### config.mk
export PLATFORM = sky130hd
export DESIGN_NAME = fdt_search
export DESIGN_NICKNAME = d
export VERILOG_FILES = /design/src/rtl/fdt_search.sv
export SDC_FILE = /design/constraint.sdc
export NUM_CORES = 1
export LEC_CHECK = 0
export ABC_AREA = 1
export CORE_ASPECT_RATIO = 2
export CORE_UTILIZATION = 25
export CTS_CLUSTER_SIZE = 28
export DETAILED_ROUTE_END_ITERATION = 8
export PLACE_DENSITY_LB_ADDON = 0.12
export SYNTH_ARGS = -nofsm -noshare
export SYNTH_HDL_FRONTEND = slang
export SYNTH_SLANG_ARGS = --single-unit
### constraint.sdc
create_clock -name clk -period 4 [get_ports clk]
set_input_delay 0.6 -clock clk [delete_from_list [all_inputs] [get_ports clk]]
set_output_delay 0.6 -clock clk [all_outputs]
set_load 0.01 [all_outputs]
### src/rtl/fdt_search.sv
`default_nettype none
// ============================================================================
// fdt_search : first-level free directory, lowest non-full AT row per size
// Rev 1.0
// ============================================================================
module fdt_search #(
  parameter int FDT_DEPTH = 64,
  parameter int IDX_W     = 6,
  parameter int ID_W      = 8,
  parameter int SIZE_W    = 2
) (
  input  logic              clk,
  input  logic              rst_n,
  input  logic              alloc_req_valid,
  output logic              alloc_req_ready,
  input  logic [ID_W-1:0]   alloc_req_id,
  input  logic [SIZE_W-1:0] alloc_req_size,
  output logic              alloc_valid_at_out,
  output logic [ID_W-1:0]   alloc_id_at_out,
  output logic [IDX_W-1:0]  alloc_pos_at_out,
  output logic [SIZE_W-1:0] alloc_size_at_out,
  output logic              alloc_fail_valid,
  output logic [ID_W-1:0]   alloc_fail_id,
  input  logic              fdt_update_valid,
  input  logic [IDX_W-1:0]  fdt_update_idx,
  input  logic [3:0]        fdt_update_bit_sequence,
  input  logic              alloc_done,
  output logic              busy
);

  localparam logic [1:0] ST_IDLE   = 2'd0;
  localparam logic [1:0] ST_SEARCH = 2'd1;
  localparam logic [1:0] ST_ISSUE  = 2'd2;
  localparam logic [1:0] ST_WAIT   = 2'd3;

  logic [1:0]                 state_q, state_d;
  logic [ID_W-1:0]            id_q, id_d;
  logic [SIZE_W-1:0]          size_q, size_d;
  logic [3:0][FDT_DEPTH-1:0]  full_q, full_d;
  logic                       valid_at_q, valid_at_d;
  logic [ID_W-1:0]            id_at_q, id_at_d;
  logic [IDX_W-1:0]           pos_at_q, pos_at_d;
  logic [SIZE_W-1:0]          size_at_q, size_at_d;
  logic                       fail_valid_q, fail_valid_d;
  logic [ID_W-1:0]            fail_id_q, fail_id_d;

  logic [FDT_DEPTH-1:0]       sel_vec;
  logic                       search_found;
  logic [IDX_W-1:0]           search_pos;
  logic                       upd_in_range;

  generate
    if (FDT_DEPTH == (1 << IDX_W)) begin : g_idx_full
      assign upd_in_range = 1'b1;
    end else begin : g_idx_partial
      assign upd_in_range = ({{(32-IDX_W){1'b0}}, fdt_update_idx} < FDT_DEPTH);
    end
  endgenerate

  always_comb begin
    full_d = full_q;
    if (fdt_update_valid && upd_in_range) begin
      for (int s = 0; s < 4; s++) begin
        full_d[s][fdt_update_idx] = fdt_update_bit_sequence[s];
      end
    end
  end

  // Encoder sees the directory as registered; a same-cycle update is not visible.
  always_comb begin
    sel_vec      = full_q[size_q];
    search_found = 1'b0;
    search_pos   = '0;
    for (int i = FDT_DEPTH - 1; i >= 0; i--) begin
      if (!sel_vec[i]) begin
        search_found = 1'b1;
        search_pos   = IDX_W'(i);
      end
    end
  end

  always_comb begin
    state_d      = state_q;
    id_d         = id_q;
    size_d       = size_q;
    valid_at_d   = 1'b0;
    id_at_d      = '0;
    pos_at_d     = '0;
    size_at_d    = '0;
    fail_valid_d = 1'b0;
    fail_id_d    = '0;
    case (state_q)
      ST_IDLE: begin
        if (alloc_req_valid) begin
          id_d    = alloc_req_id;
          size_d  = alloc_req_size;
          state_d = ST_SEARCH;
        end
      end
      ST_SEARCH: begin
        state_d = ST_ISSUE;
        if (search_found) begin
          valid_at_d = 1'b1;
          id_at_d    = id_q;
          pos_at_d   = search_pos;
          size_at_d  = size_q;
        end else begin
          fail_valid_d = 1'b1;
          fail_id_d    = id_q;
        end
      end
      ST_ISSUE: state_d = valid_at_q ? ST_WAIT : ST_IDLE;
      ST_WAIT: begin
        if (alloc_done) state_d = ST_IDLE;
      end
      default: state_d = ST_IDLE;
    endcase
  end

  always_ff @(posedge clk or negedge rst_n) begin
    if (!rst_n) begin
      state_q      <= ST_IDLE;
      id_q         <= '0;
      size_q       <= '0;
      full_q       <= '0;
      valid_at_q   <= 1'b0;
      id_at_q      <= '0;
      pos_at_q     <= '0;
      size_at_q    <= '0;
      fail_valid_q <= 1'b0;
      fail_id_q    <= '0;
    end else begin
      state_q      <= state_d;
      id_q         <= id_d;
      size_q       <= size_d;
      full_q       <= full_d;
      valid_at_q   <= valid_at_d;
      id_at_q      <= id_at_d;
      pos_at_q     <= pos_at_d;
      size_at_q    <= size_at_d;
      fail_valid_q <= fail_valid_d;
      fail_id_q    <= fail_id_d;
    end
  end

  assign alloc_req_ready    = (state_q == ST_IDLE);
  assign busy               = (state_q != ST_IDLE);
  assign alloc_valid_at_out = valid_at_q;
  assign alloc_id_at_out    = id_at_q;
  assign alloc_pos_at_out   = pos_at_q;
  assign alloc_size_at_out  = size_at_q;
  assign alloc_fail_valid   = fail_valid_q;
  assign alloc_fail_id      = fail_id_q;

endmodule
`default_nettype wire

### Yosys cells after proc, flatten, opt, wreduce, memory -nomap -nowiden

Index checks and enable logic that the tools add are counted.
Widths: inputs -> output; s select.

* register bits: 294
* input port bits: 25
* logic and storage cells: 178
* output and inout bits: 28

* reduce and logical (&&, ||, !) cells: 5
* muxes and demuxes: 152
* equality and inequality tests: 5
* order comparisons: 3

Operators with widths (number)
* $mux 6: 66
* $bwmux 64: 4
* $bmux 64 s2: 1
* $mux 1: 69
* $mux 64: 1
* $mux 8: 4
* $mux 2: 5
* $pmux 2 s4: 1
* $lt 6x7->1 const B: 1
* $demux 1 s6: 1
* $ge 6x1->1 const B: 1
* $eq 2x2->1 const B: 2
* $ne 2x2->1 const B: 2
* $reduce_and 2->1: 2
* $lt 2x3->1 const B: 1
* $eq 2x1->1 const B: 1
* $logic_not 2->1: 1
* $reduce_bool 2->1: 1
* $logic_and 1x1->1: 1

### Longest topological paths before layout

Gate-level depths: netlist of run 1.

* word-level depth: 68
* gate-level depth with buffers: 67
* mapped depth without buffers: 66

### Worst setup path before layout of run 1

OpenSTA, ideal clock, no wires.

* path kind: register to register
* start point: register size_q[0]
* end point: register size_at_q[1] (netlist: alloc_size_at_out[1])
* period minus slack after synthesis: 3762 ps
* arrival: 3635 ps
* buffers on the path: 12
* slack: 238 ps
* data required time: 3873 ps
* setup time: 127 ps
* stages on the path, launching flop included: 23
* path through: dfrtp_1 > inv_2 > buf_6 > buf_6 > buf_2 > buf_2 > buf_2 > buf_2 > buf_4 > buf_4 > buf_2 > buf_2 > clkbuf_1 > o21ai_0 > o22ai_1 > nand2_1 > nor4_1 > nand2_1 > nor3_1 > nand2_1 > nand2_1 > buf_2 > nor2_1

* cells in the longest elaborated chain, start to end: 68

Ends and longest elaborated chain
* start: declaration: RTL line 38 `logic [SIZE_W-1:0] size_q, size_d;`
* start signal: assignment: RTL line 135 `size_q <= size_d;`
* $bmux 64 s2 *: RTL line 71 `sel_vec = full_q[size_q];`
* $mux 64 (not written as such) *: RTL line 71
* $mux 1 (63 in a row): RTL line 75 `if (!sel_vec[i]) begin`
* $mux 1 *: RTL line 75
* $mux 2 *: RTL line 102 `if (search_found) begin`
* $mux 2 *: RTL line 92 `case (state_q)`
* named net size_at_d[1]: RTL line 43 `logic [SIZE_W-1:0] size_at_q, size_at_d;`
* end signal: assignment: RTL line 140 `size_at_q <= size_at_d;`
* end: declaration: RTL line 43

Mark *: on every way through the listed nets, which the timed path passes. The rest lies on a longest branch. The select of a mux whose other input is x is not followed.
A chain may end at the register's enable or synchronous reset.

### Worst setup path after layout of run 1

* start point: register size_q[0]
* end point: register pos_at_q[0] (netlist: alloc_pos_at_out[0])

* cells in the longest elaborated chain, start to end: 68
* elaborated cells between the ends (all ways): 132
* those cells by class: mux: 132

Ends and longest elaborated chain
* $bmux 64 s2 *: RTL line 71
* $mux 64 (not written as such) *: RTL line 71
* $mux 6 or $mux 1 (tied branches) (64 in a row): RTL line 75
* $mux 6 *: RTL line 102
* $mux 6 *: RTL line 92
* named net pos_at_d[0]: RTL line 42 `logic [IDX_W-1:0] pos_at_q, pos_at_d;`
* end signal: assignment: RTL line 139 `pos_at_q <= pos_at_d;`
* end: declaration: RTL line 42

Marks and branches as above.

==> summary.txt, run 1 <==
Cells and area
  • Most common cell after layout, fill and taps aside: sky130_fd_sc_hd__nand2_1
  • Combined flip-flop and latch cell area: 7360 um2
  • N_diodes: 0
  • Ratio of cells with drive above 1 in the final layout: 9.47%
  • End-of-flow core utilization: 30.8%
  • Final net count: 1663
  • Area occupied by multi-input gates: 5100 um2
  • Area growth from synthesis to layout: 21.4%
  • Leading cell types in the layout, fill and taps excluded: sky130_fd_sc_hd__nand2_1 (395), sky130_fd_sc_hd__o21ai_0 (333), sky130_fd_sc_hd__dfrtp_1 (292), sky130_fd_sc_hd__nor2_1 (225), sky130_fd_sc_hd__buf_4 (75)
  • Total of fill cells in the finished design: 5413

Synth
  • Count of flip-flops with a built-in enable after synthesis: 0
  • Synth Net Count: 1571
  • Largest cells by area after synthesis: sky130_fd_sc_hd__dfrtp_1 (57%), sky130_fd_sc_hd__o21ai_0 (13%), sky130_fd_sc_hd__nand2_1 (12%)
  • Post-synthesis sequential element count: 294
  • FFs w/ async S/R, synth: 100%
  • Share of Yosys cell area claimed by the top area cell type: 56.9%
  • Mapped Cells: 1546
  • Post-synthesis share of cell area spent on and, or, nand and nor gates: 20.0%
  • Share of the synthesized area in compound gates (AO/OA/AOI/OAI): 19.0%
  • Synth Warn #: 0
  • Leading register cell type out of synthesis: sky130_fd_sc_hd__dfrtp_1
  • Average footprint of a synthesized cell: 8.36 um2
  • Proportion of synthesized area in mux cells: 0%
  • Adder-cell share of the synthesized area: 0%
  • Sequential fraction of the synthesis area: 56.9%
  • XOR/XNOR Fraction of Synth Area: 0%
  • Netlist area before placement: 12900 um2
  • Unique masters post-synth: 33
  • Combinational family with the most area after synthesis: simple AND/OR/NAND/NOR gates
  • Yosys top cell by area: sky130_fd_sc_hd__dfrtp_1

STA
  • Final Hold Viols: 5
  • Measured slew at the worst slew-check pin: 0.886 ns
  • Relative slew slack: 40.9%
  • Setup violators final: 1
  • Peak Freq: 0.221 GHz
  • Final worst setup slack: -0.526 ns
  • Number of slew-limit violations in the final report: 0
  • Maximum clock skew at final layout: 0.0120 ns
  • Minimum period implied by the final worst setup slack: 4.53 ns
  • Tcrit/Tclk final: 113%
  • RSZ-0062 raised after global routing: yes
  • Hold_ws: -0.0228 ns

Drt
  • Antenna Violating Nets Remaining: 0
  • Vias post-DR: 10900
  • Count of TritonRoute iterations in the first routing pass: 5
  • Violation count after the first detailed-routing iteration: 671
  • Drt total wl: 43800 um
  • Detail-routed via count per cell: 4.71
  • Routed wire per std cell: 18.9 um
  • DRC errors left: 0

Global routing
  • Via count of the first global-routing pass: 11200
  • Global-route congestion overflow total: 0
  • Number of antenna violations at the first check in global routing: 0
  • Global-route wire length before repair: 67600 um
  • GR Util All Layers: 17.0%
  • Maximum number of pins on one net before global-route repair: 94

Pwr
  • Clk pwr share: 28.2%
  • Combinational share of power: 35.2%
  • Reg power frac: 36.5%
  • Internal Dissipation: 6.46 mW
  • Cell area power density: 645 nW/um2
  • Reported net switching power: 3.66 mW
  • Worst IR drop on VDD: 0.451 mV
  • Leak Pwr: 6.90 nW
  • Proportion of total power due to net switching: 36.2%

Floorplan
  • Starting utilization of the core area: 25.4%
  • Full die area: 52700 um2
  • Die boundary height: 324 um
  • I/O pin count: 53
  • Die outline width: 163 um
  • Number of placement rows: 117
  • Floorplan core area: 50900 um2

Worst setup path
  • Worst Setup End Kind: register
  • Crit path top cell by count: sky130_fd_sc_hd__nand2_1
  • Required time worst endpoint: 4.43 ns
  • Category of the worst setup path launch point: register
  • Type of the worst setup path: register to register
  • Biggest fanout along the worst timing path: 7
  • Data arrival time of the critical path: 4.95 ns
  • Slowest cell on crit path: sky130_fd_sc_hd__dfrtp_4
  • Stage delay of the slowest cell on the critical path: 0.53 ns

Place
  • Total half-perimeter wirelength after legalization and detailed placement: 29100 um
  • I/O Buffers: 52
  • Setup Slack @ Placement: -0.618 ns
  • Last weighted congestion value of the routability-driven placer: 0.792

Outcome
  • Outcome: finished with violations
  • Violations in the final reports: hold timing, setup timing

Clock network
  • Root cell of the clock tree: sky130_fd_sc_hd__clkbuf_16
  • Clock buffers created by TritonCTS: 28
  • Maximum clock insertion buffer count: 3
  • Clock tree from TritonCTS: built
  • Number of levels the H-tree was split into: 1
  • Hold-fix buffer count after cts: 0
  • Clock sink count: 294
  • Clock-pin slew of the registers on the worst-case setup and hold paths: 0.07 ns
  • Clock latency on the worst-skew pair: 0.56 ns

Hold path
  • Type of the tightest min-delay check: input pin to async pin

Job
  • Number of max-cap violations: 0
## registers in the layout (all words and copies together), names as in the netlist
| register | flops |
|---|---|
| alloc_fail_id | 8 |
| alloc_pos_at_out | 6 |
| alloc_id_at_out | 8 |
| alloc_valid_at_out | 1 |
| alloc_fail_valid | 1 |
| id_q | 8 |
| size_q | 2 |
| state_q | 2 |
| alloc_size_at_out | 2 |
| full_q | 256 |
## worst paths after layout
| check | start | endpoint | slack (ns) | cells past startpoint |
|---|---|---|---|---|
| setup / recovery | size_q[0]$_DFFE_PN0P_ | alloc_pos_at_out[0]$_DFF_PN0_ | -0.53 | 62 |
| hold / removal | rst_n | full_q[113]$_DFFE_PN0P_ | -0.02 | 1 |
| setup reg to reg | size_q[0]$_DFFE_PN0P_ | alloc_pos_at_out[0]$_DFF_PN0_ | -0.53 | 62 |
| hold reg to reg | full_q[90]$_DFFE_PN0P_ | full_q[90]$_DFFE_PN0P_ | 0.48 | 2 |
| max in group asynchronous | rst_n | full_q[193]$_DFFE_PN0P_ | 2.93 | 2 |
| min in group clk | full_q[90]$_DFFE_PN0P_ | full_q[90]$_DFFE_PN0P_ | 0.48 | 2 |
## synth_stat cells (4+ instances only)
library cell               number
sky130_fd_sc_hd__a21oi_1       57
sky130_fd_sc_hd__buf_2         13
sky130_fd_sc_hd__buf_4         12
sky130_fd_sc_hd__clkbuf_1      47
sky130_fd_sc_hd__clkinv_1       4
sky130_fd_sc_hd__dfrtp_1      294
sky130_fd_sc_hd__inv_1         38
sky130_fd_sc_hd__nand2_1      398
sky130_fd_sc_hd__nand3_1        9
sky130_fd_sc_hd__nand4_1        6
sky130_fd_sc_hd__nor2_1       225
sky130_fd_sc_hd__nor3_1        15
sky130_fd_sc_hd__nor4_1        11
sky130_fd_sc_hd__o21ai_0      333
sky130_fd_sc_hd__o21ai_1        4
sky130_fd_sc_hd__o22ai_1       56
## power by group through the flow
stage | Sequential, mW | Combinational (mW) | Clock, mW
2_1_floorplan | 3.68 | 2.09 | 0
3_3_place_gp | 3.75 | 3.55 | 0
3_5_place_dp | 3.75 | 3.56 | 0
4_1_cts | 3.70 | 3.59 | 2.96
5_1_grt | 3.75 | 3.99 | 3.05
6_report | 3.70 | 3.57 | 2.85
## critical path, delay by kind of cell (launching register included)
family | cells | cell delay (ns)
and+or+nand+nor | 57 | 3.22
buffers and inverters | 2 | 0.29
AOI/OAI and AO/OA | 3 | 0.37
DFF | 1 | 0.53
## layer usage
layer  vias up  share of wire (%)  GRT usage [%]
met3        79                2.4           1.28
met1      5277                 39           18.6
met4         0                5.2           8.91
met5         -                  0              0
li1       5363                  -              -
met2       181                 53           32.2
## area by class of cell
type / instances / share of cell area [%]
Clock buffer: 40 / 5.40
Clock inverter: 10 / 0.821
Tap cell: 654 / 5.22
Inverter: 44 / 1.10
Timing Repair Buffer: 137 / 8.01
Sequential cell: 294 / 46.9
Multi-Input combinational cell: 1133 / 32.5
## logic make-up after synthesis
| family | Yosys count |
|---|---|
| flip-flops | 294 |
| AND/OR/NAND/NOR | 667 |
| AO/OA/AOI/OAI | 466 |
| buffers and inverters | 119 |
## repair_timing
| action | in CTS | in global routing |
|---|---|---|
| setup buffers | 0 | 1 |
| resized for setup | 4 | 15 |
| pin swaps | 0 | 3 |
| setup endpoints to repair | 24 | 24 |
## through the flow
stage / cell area, um2 / power [mW] / hold WS [ns] / cells / TNS [ns]
2_1_floorplan: 12900 / 5.77 / 0.304 / 1546 / 0
3_3_place_gp: 14600 / 7.30 / 0.461 / 2261 / -4.30
3_5_place_dp: 14600 / 7.31 / 0.467 / 2261 / -4.47
4_1_cts: 15600 / 10.2 / 0.0634 / 2311 / -1.37
5_1_grt: 15700 / 10.8 / 0.0526 / 2312 / -1.22
6_report: 15700 / 10.1 / -0.0228 / 2312 / -0.526
Note: power is estimated with default switching activity, not from simulation.
==> run 2, diff against run 1 <==
--- a/config.mk
+++ b/config.mk
@@ -14,3 +14,4 @@
 export SYNTH_ARGS = -nofsm -noshare
 export SYNTH_HDL_FRONTEND = slang
 export SYNTH_SLANG_ARGS = --single-unit
+export TNS_END_PERCENT = 100
==> results of run 2 <==
The final DEF is identical to that of run 1; final timing and power are the same.
==> run 3, diff against run 2 <==
--- a/config.mk
+++ b/config.mk
@@ -10,6 +10,7 @@
 export CORE_UTILIZATION = 25
 export CTS_CLUSTER_SIZE = 28
 export DETAILED_ROUTE_END_ITERATION = 8
+export GPL_TIMING_DRIVEN = 0
 export PLACE_DENSITY_LB_ADDON = 0.12
 export SYNTH_ARGS = -nofsm -noshare
 export SYNTH_HDL_FRONTEND = slang
==> run 3 against run 2 <==
Net effect: the flow finishes with violations (setup timing); register-to-register slack barely moved; non-clock buffer count rose by 8; total power rose by 1.2%; critical endpoint unchanged; largest power group is now combinational logic.
==> summary.txt, run 3 (synthesis gave the netlist of run 1 again) <==
Cells and area
  • Most common cell after layout, fill and taps aside: sky130_fd_sc_hd__nand2_1 (unchanged)
  • Final net count: 1672 (was 1663)
  • Combined flip-flop and latch cell area: 7360 um2 (about the same)
  • Total of fill cells in the finished design: 5409 (was 5413)
  • Ratio of cells with drive above 1 in the final layout: 10.2% (was 9.47%)
  • Most flops, register: full_q (unchanged)
  • Leading cell types in the layout, fill and taps excluded: sky130_fd_sc_hd__nand2_1 (384), sky130_fd_sc_hd__o21ai_0 (332), sky130_fd_sc_hd__dfrtp_1 (293), sky130_fd_sc_hd__nor2_1 (222), sky130_fd_sc_hd__a21oi_1 (57) (was sky130_fd_sc_hd__nand2_1 (395), sky130_fd_sc_hd__o21ai_0 (333), sky130_fd_sc_hd__dfrtp_1 (292), sky130_fd_sc_hd__nor2_1 (225), sky130_fd_sc_hd__buf_4 (75))
  • Area growth from synthesis to layout: 23.1% (was 21.4%)
  • N_diodes: 0 (unchanged)
  • Area occupied by multi-input gates: 5290 um2 (was 5100 um2)
  • End-of-flow core utilization: 31.2% (was 30.8%)
  • Max reg flops: 256 (unchanged)

Drt
  • Detail-routed via count per cell: 4.68 (was 4.71)
  • Drt total wl: 42400 um (was 43800 um)
  • DRC errors left: 0 (unchanged)
  • Antenna Violating Nets Remaining: 0 (unchanged)
  • Vias post-DR: 10900 (about the same)
  • Violation count after the first detailed-routing iteration: 572 (was 671)
  • Count of TritonRoute iterations in the first routing pass: 5 (unchanged)
  • Routed wire per std cell: 18.3 um (was 18.9 um)

STA
  • RSZ-0062 raised after global routing: yes (unchanged)
  • Minimum period implied by the final worst setup slack: 4.52 ns (was 4.53 ns)
  • Peak Freq: 0.221 GHz (about the same)
  • Tcrit/Tclk final: 113% (about the same)
  • Final Hold Viols: 0 (was 5)
  • Measured slew at the worst slew-check pin: 1.19 ns (was 0.886 ns)
  • Relative slew slack: 19.9% (was 40.9%)
  • Setup violators final: 1 (unchanged)
  • Final worst setup slack: -0.518 ns (was -0.526 ns)
  • Maximum clock skew at final layout: 0.00785 ns (was 0.0120 ns)
  • Hold_ws: 0.0749 ns (was -0.0228 ns)
  • Number of slew-limit violations in the final report: 0 (unchanged)

Worst setup path
  • Biggest fanout along the worst timing path: 5 (was 7)
  • Slowest cell on crit path: sky130_fd_sc_hd__dfrtp_2 (was sky130_fd_sc_hd__dfrtp_4)
  • Stage delay of the slowest cell on the critical path: 0.47 ns (was 0.53 ns)
  • Worst Setup End Kind: register (unchanged)
  • Type of the worst setup path: register to register (unchanged)
  • Category of the worst setup path launch point: register (unchanged)
  • Required time worst endpoint: 4.46 ns (was 4.43 ns)
  • Data arrival time of the critical path: 4.98 ns (was 4.95 ns)
  • Crit path top cell by count: sky130_fd_sc_hd__nand2_1 (unchanged)

Clock network
  • Clock sink count: 294 (unchanged)
  • Number of levels the H-tree was split into: 1 (unchanged)
  • Clock buffers created by TritonCTS: 29 (was 28)
  • Root cell of the clock tree: sky130_fd_sc_hd__clkbuf_16 (unchanged)
  • Hold-fix buffer count after cts: 0 (unchanged)
  • Clock tree from TritonCTS: built (unchanged)
  • Clock latency on the worst-skew pair: 0.57 ns (was 0.56 ns)
  • Maximum clock insertion buffer count: 3 (unchanged)
  • Clock-pin slew of the registers on the worst-case setup and hold paths: 0.07 ns (about the same)

Place
  • Total half-perimeter wirelength after legalization and detailed placement: 30100 um (was 29100 um)
  • Last weighted congestion value of the routability-driven placer: 0.772 (was 0.792)
  • Setup Slack @ Placement: -2.10 ns (was -0.618 ns)
  • I/O Buffers: 46 (was 52)

Floorplan
  • Die boundary height: 324 um (unchanged)
  • Full die area: 52700 um2 (unchanged)
  • Die outline width: 163 um (unchanged)
  • Number of placement rows: 117 (unchanged)
  • Starting utilization of the core area: 25.4% (unchanged)
  • Floorplan core area: 50900 um2 (unchanged)
  • I/O pin count: 53 (unchanged)

Pwr
  • Leak Pwr: 6.88 nW (was 6.90 nW)
  • Reported net switching power: 3.73 mW (was 3.66 mW)
  • Cell area power density: 644 nW/um2 (was 645 nW/um2)
  • Clk pwr share: 27.4% (was 28.2%)
  • Combinational share of power: 36.6% (was 35.2%)
  • Internal Dissipation: 6.51 mW (was 6.46 mW)
  • Reg power frac: 35.9% (was 36.5%)
  • Proportion of total power due to net switching: 36.4% (was 36.2%)
  • Worst IR drop on VDD: 0.403 mV (was 0.451 mV)

Global routing
  • GR Util All Layers: 16.4% (was 17.0%)
  • Global-route congestion overflow total: 0 (unchanged)
  • Number of antenna violations at the first check in global routing: 0 (unchanged)
  • Global-route wire length before repair: 65300 um (was 67600 um)
  • Via count of the first global-routing pass: 11000 (was 11200)
  • Maximum number of pins on one net before global-route repair: 111 (was 94)

Hold path
  • Type of the tightest min-delay check: input pin to async pin (unchanged)

Outcome
  • Violations in the final reports: setup timing (was hold timing, setup timing)
  • Outcome: finished with violations (unchanged)

Job
  • Number of max-cap violations: 0 (unchanged)
## run 3: changes by cell type in the layout (fill, tap and decap cells not counted), sizes merged
cell	before	now
clkbuf	40	78
clkdlybuf4s50	51	45
buf	86	56
clkinv	10	9
clkinvlp	0	5
## run 3: power groups by stage
stage               Combinational, mW  Sequential [mW]  Clock [mW]
floorplan                        2.09             3.68           0
global placement                 3.21             3.73           0
detailed placement               3.24             3.73           0
CTS                              3.54             3.67        2.91
global route                     4.18             3.73        3.00
finish                           3.75             3.68        2.81
## run 3: stage by stage
| step | instances | TNS (ns) | power [mW] | area [um2] |
|---|---|---|---|---|
| 2_1_floorplan | 1546 | 0 | 5.77 | 12900 |
| 3_3_place_gp | 2246 | -3546.16 | 6.94 | 14200 |
| 3_5_place_dp | 2256 | -50.63 | 6.97 | 14400 |
| 4_1_cts | 2311 | -10.51 | 10.1 | 15600 |
| 5_1_grt | 2318 | -1.40 | 10.9 | 15900 |
| 6_report | 2318 | -0.518 | 10.2 | 15900 |
## run 3: worst paths after layout
check | start | to | slack [ns] | cells after the start
max | size_q[0]$_DFFE_PN0P_ | alloc_pos_at_out[0]$_DFF_PN0_ | -0.52 | 67
min | rst_n | full_q[167]$_DFFE_PN0P_ | 0.07 | 1
max reg2reg | size_q[0]$_DFFE_PN0P_ | alloc_pos_at_out[0]$_DFF_PN0_ | -0.52 | 67
min reg2reg | full_q[95]$_DFFE_PN0P_ | full_q[95]$_DFFE_PN0P_ | 0.48 | 2
max in group asynchronous | rst_n | alloc_fail_id[3]$_DFF_PN0_ | 2.46 | 3
min in group clk | full_q[95]$_DFFE_PN0P_ | full_q[95]$_DFFE_PN0P_ | 0.48 | 2
## run 3: timing repair
action,CTS,global route
buffers inserted,6,6
pin swaps,8,13
gates resized for setup,71,85
setup endpoints to repair,26,26
gates cloned,1,1
## run 3: cell type report
class / count / area share [%]
inverters: 44 / 1.07
multi-input cells: 1133 / 33.2
clock inverters: 14 / 1.04
repair buffers: 70 / 4.40
plain buffers: 75 / 3.98
clock buffers: 34 / 4.87
flip-flops and latches: 294 / 46.3
well taps: 654 / 5.14
## run 3: layer usage
metal  wire (um)  GRT usage [%]  part of all wire (%)
met4        1500           6.42                   3.5
met2       23400           32.1                    55
met5           0              0                     0
met1       16500           17.6                    39
met3        1030           1.30                   2.4
## run 3: critical path, delay by kind of cell (launching register included)
| family | cells | cell delay (ns) |
|---|---|---|
| simple gates | 64 | 3.69 |
| flops | 1 | 0.47 |
| buf+inv | 2 | 0.25 |
| compound gates | 1 | 0.06 |
==> RTL edit 1: new RTL, settings of run 3 <==
Change the parameter `FDT_DEPTH` from 64 to 256.
--- a/src/rtl/fdt_search.sv
+++ b/src/rtl/fdt_search.sv
@@ -4,7 +4,7 @@
 // Rev 1.0
 // ============================================================================
 module fdt_search #(
-  parameter int FDT_DEPTH = 64,
+  parameter int FDT_DEPTH = 256,
   parameter int IDX_W     = 6,
   parameter int ID_W      = 8,
   parameter int SIZE_W    = 2
Formal check against the unedited RTL: no difference found for any inputs over 4 cycles, from zero or initial values and one cycle with rst_n low; that may be too few to reach the edited logic, so the function may still have changed.
==> RTL edit 1 against run 3 <==
- sequential cell count shrank 9
- clock skew rose by 0.0049 ns
- power shrank 3.5%
- the flow still finishes with violations (negative setup slack)
- largest cell class unchanged
- count of clock-buffer cells in the layout grew 8
- utilization decreased by 0.31 points
- final area fell by 3.0%
- non-clock buffer count fell by 8
- combinational power is 3% lower
- area after synthesis fell by 2.2%
- worst setup slack better by 0.034 ns
- final cell count decreased by 1.6%
- routed wire length grew 3.9%
==> RTL edit 1: results (changes against run 3) <==
Synthesis:
- Yosys attributes the largest share of cell area to sky130_fd_sc_hd__dfrtp_1 (56%), sky130_fd_sc_hd__o21ai_0 (15%), sky130_fd_sc_hd__nand2_1 (13%).
- The fraction of the mapped netlist area in compound gates was 19.9% (+0.85 points).

Worst setup path:
- The critical path arrival is 4.97 ns (about the same).
- The logic depth of the worst register-to-register path is 60 (-10%).

Run status:
- The final reports fail on negative setup slack.
- The flow ran to the end, but the final reports show violations.

Placement:
- The placer congestion estimate is 0.751 (-2.7%).
- The HPWL reported at the end of detailed placement was 30.1 mm (+0.18%).
- The number of input and output port buffers inserted is 43 (-6.5%).

Cells and area:
- The number of clock buffers in the layout is 42 (+24%).
- The total area of sequential cells is 7130 sq um (-3.1%).
- The filler cell count in the final layout is 5364 (-0.83%).
- The area of the multi-input gates was 5270 sq um (-0.28%).

Detailed routing:
- The first-iteration detailed-routing DRC count is 604 (+5.6%).
- The detailed-routed wire length on met3 is 1.13 mm (+9.6%).
- The total vias in the final route was 10800 (-0.66%).
- The met1 layer wirelength in the final routing came to 17.1 mm (+3.7%).

GRT:
- The met1 layer usage reported by global route was 19.0% (+1.3 points).
- The largest net degree at the start of global routing is 104 (-6.3%).
- The total routing usage reported by global routing was 17.4% (+1.1 points).
- The met2 layer usage reported by global route is 34.5% (+2.4 points).

Timing:
- The tightest hold margin was 0.0259 ns (-0.0490 ns).
- The final-report setup violation count is 1 (unchanged).
- The setup skew after layout came to 0.0127 ns (+0.00486 ns).
- The post-layout worst setup margin is -0.484 ns (+0.0341 ns).

Pwr:
- The leakage dissipation came to 6.64 nW (-3.5%).
- The largest voltage drop on the vdd net came to 0.000392 V (-2.7%).

Clocking:
- The clock buffer count from CTS is 28 (-3.4%).
RTL edit 1: cell families after synthesis:
logic type      Yosys count
compound gates          467
flops                   285
simple gates            659
buf+inv                 106
other cells               1
RTL edit 1: through the flow:
stage	area (sq um)	util, %	total power [mW]	instances	worst slack (ns)
global route	15400	30.9	10.6	2281	-1.34
finish	15400	30.9	9.88	2281	-0.484
detailed placement	14000	28.1	6.78	2223	-1.55
CTS	15300	30.6	9.88	2275	-0.581
floorplan	12700	-	5.61	1526	0.290
global placement	13900	27.8	6.76	2218	-10.96
RTL edit 1: what timing repair did:
item                       CTS  global route
gates cloned                 1             0
pin swaps                   12             8
setup endpoints to repair   10             6
resized for setup           97            30
buffers inserted             4             5
RTL edit 1: power by group:
part | leakage [nW] | total, mW | switching [mW] | internal, mW
registers | 3.78 | 3.55 | 0.231 | 3.32
clock network | 0.451 | 2.69 | 1.16 | 1.53
logic | 2.41 | 3.64 | 2.24 | 1.40
total | 6.64 | 9.88 | 3.63 | 6.25
==> RTL edit 2: new RTL, flow settings as in run 3 <==
Without the edit above. `id_q` no longer has a reset.
--- a/src/rtl/fdt_search.sv
+++ b/src/rtl/fdt_search.sv
@@ -120,7 +120,6 @@
   always_ff @(posedge clk or negedge rst_n) begin
     if (!rst_n) begin
       state_q      <= ST_IDLE;
-      id_q         <= '0;
       size_q       <= '0;
       full_q       <= '0;
       valid_at_q   <= 1'b0;
@@ -131,7 +130,6 @@
       fail_id_q    <= '0;
     end else begin
       state_q      <= state_d;
-      id_q         <= id_d;
       size_q       <= size_d;
       full_q       <= full_d;
       valid_at_q   <= valid_at_d;
@@ -141,6 +139,10 @@
       fail_valid_q <= fail_valid_d;
       fail_id_q    <= fail_id_d;
     end
+  end
+
+  always_ff @(posedge clk) begin
+    id_q <= id_d;
   end
 
   assign alloc_req_ready    = (state_q == ST_IDLE);
Behaviour: no difference found for any inputs over 4 cycles, from zero or initial values and one cycle with rst_n low; that may be too few to reach the edited logic, so the function may still have changed.
==> RTL edit 2 against run 3 <==
- the run still ends with negative setup slack left
- routed wire length is 3.8% higher
- area after synthesis increased by 0.51%
- first-iteration DRC count rose by 4.0%
- final area up 2.4%
- worst setup slack got worse by 0.14 ns
- power increased by 2.5%
- sequential cell count did not move
- highest routed layer is now met5
==> RTL edit 2: results (changes against run 3) <==
Detailed routing:
- The met1 layer wirelength in the final routing is 16.6 mm (+0.37%).
- The detailed-routed wire length on met3 came to 1.31 mm (+26%).
- The detailed route wirelength on metal2 is 24.8 mm (+6.1%).
- The first-iteration detailed-routing DRC count was 595 (+4.0%).
- The final routed wire length divided by cell count came to 19.0 um (+3.6%).
- The top layer reached by signal wires is met5.

GRT:
- The largest net degree at the start of global routing was 114 (+2.7%).
- The met2 layer usage reported by global route came to 33.0% (+0.89 points).
- The wire length of the first global-routing pass is 67.2 mm (+3.0%).
- The total routing usage reported by global routing was 16.9% (+0.52 points).

Worst setup path:
- The logic depth of the worst register-to-register path is 62 (-7.5%).
- The peak fanout along the critical path is 6 (+1).
- The slowest stage of the critical path belongs to the cell sky130_fd_sc_hd__dfrtp_1.

Cells and area:
- The share of final-layout standard cells stronger than drive strength 1 is 12.3% (+2.2 points).
- The layout net count is 1677 (+0.30%).

Synthesis:
- By area the synthesized netlist is led by sky130_fd_sc_hd__dfrtp_1 (55%), sky130_fd_sc_hd__o21ai_0 (13%), sky130_fd_sc_hd__nand2_1 (12%).
- The fraction of the mapped netlist area in compound gates is 19.2% (+0.17 points).
- The count of distinct cell types in the synthesized netlist is 36 (+9.1%).
- The count of flip-flops with a built-in enable after synthesis is 8 (+8).
- The synthesized instance count was 1532 (-0.91%).

Timing:
- The final-report setup violation count was 14 (+13).
- The worst-case headroom to the max-slew limit came to 16.8% (-3.1 points).
- The post-layout worst setup margin is -0.660 ns (-0.142 ns).
- The total negative setup slack is -1.17 ns (-0.653 ns).

Placement:
- The setup slack at placement came to -2.07 ns (+0.0363 ns).
- The post-placement cell area was 14500 sq um (+0.83%).
- The HPWL reported at the end of detailed placement came to 30.8 mm (+2.3%).
- The number of input and output port buffers inserted is 47 (+2.2%).
- The placer congestion estimate came to 0.824 (+6.7%).

Clocking:
- The quantity of gates resized following cts is 147 (+110%).
- The number of buffers inserted to repair setup after CTS is 19 (+13).

Pwr:
- The part of the total power dissipated in combinational logic is 39.1% (+2.5 points).
- The cell internal power dissipation is 6.68 mW (+2.5%).
- The leakage dissipation was 7.06 nW (+2.6%).
- The largest voltage drop on the vdd net is 0.000256 V (-36%).

Run status:
- The flow ran to the end, but the final reports show violations.
- The checks that failed: negative setup slack.
## RTL edit 2: cell count changes after synthesis, moves of 9 or more
cell	change
sky130_fd_sc_hd__o22ai_2	+9
sky130_fd_sc_hd__nand2_1	+16
sky130_fd_sc_hd__a21oi_1	-18
sky130_fd_sc_hd__o21ai_0	+9
sky130_fd_sc_hd__o22ai_1	-10
sky130_fd_sc_hd__nor2_1	-19
## RTL edit 2: layout make-up
cell class,instances,area [sq um]
buffer,72,677
tap,654,818
clock buffer,46,880
fill,5346,34800
multi-input combinational,1123,5360
inverter,43,166
sequential,294,7400
timing repair buffer,89,956
clock inverter,2,35.0
## RTL edit 2: metrics by stage
| step | hold slack, ns | power, mW |
|---|---|---|
| floorplan | 0.304 | 5.81 |
| global placement | 0.461 | 7.00 |
| detailed placement | 0.468 | 7.02 |
| CTS | 0.0830 | 10.5 |
| global route | 0.114 | 11.2 |
| finish | 0.0726 | 10.5 |
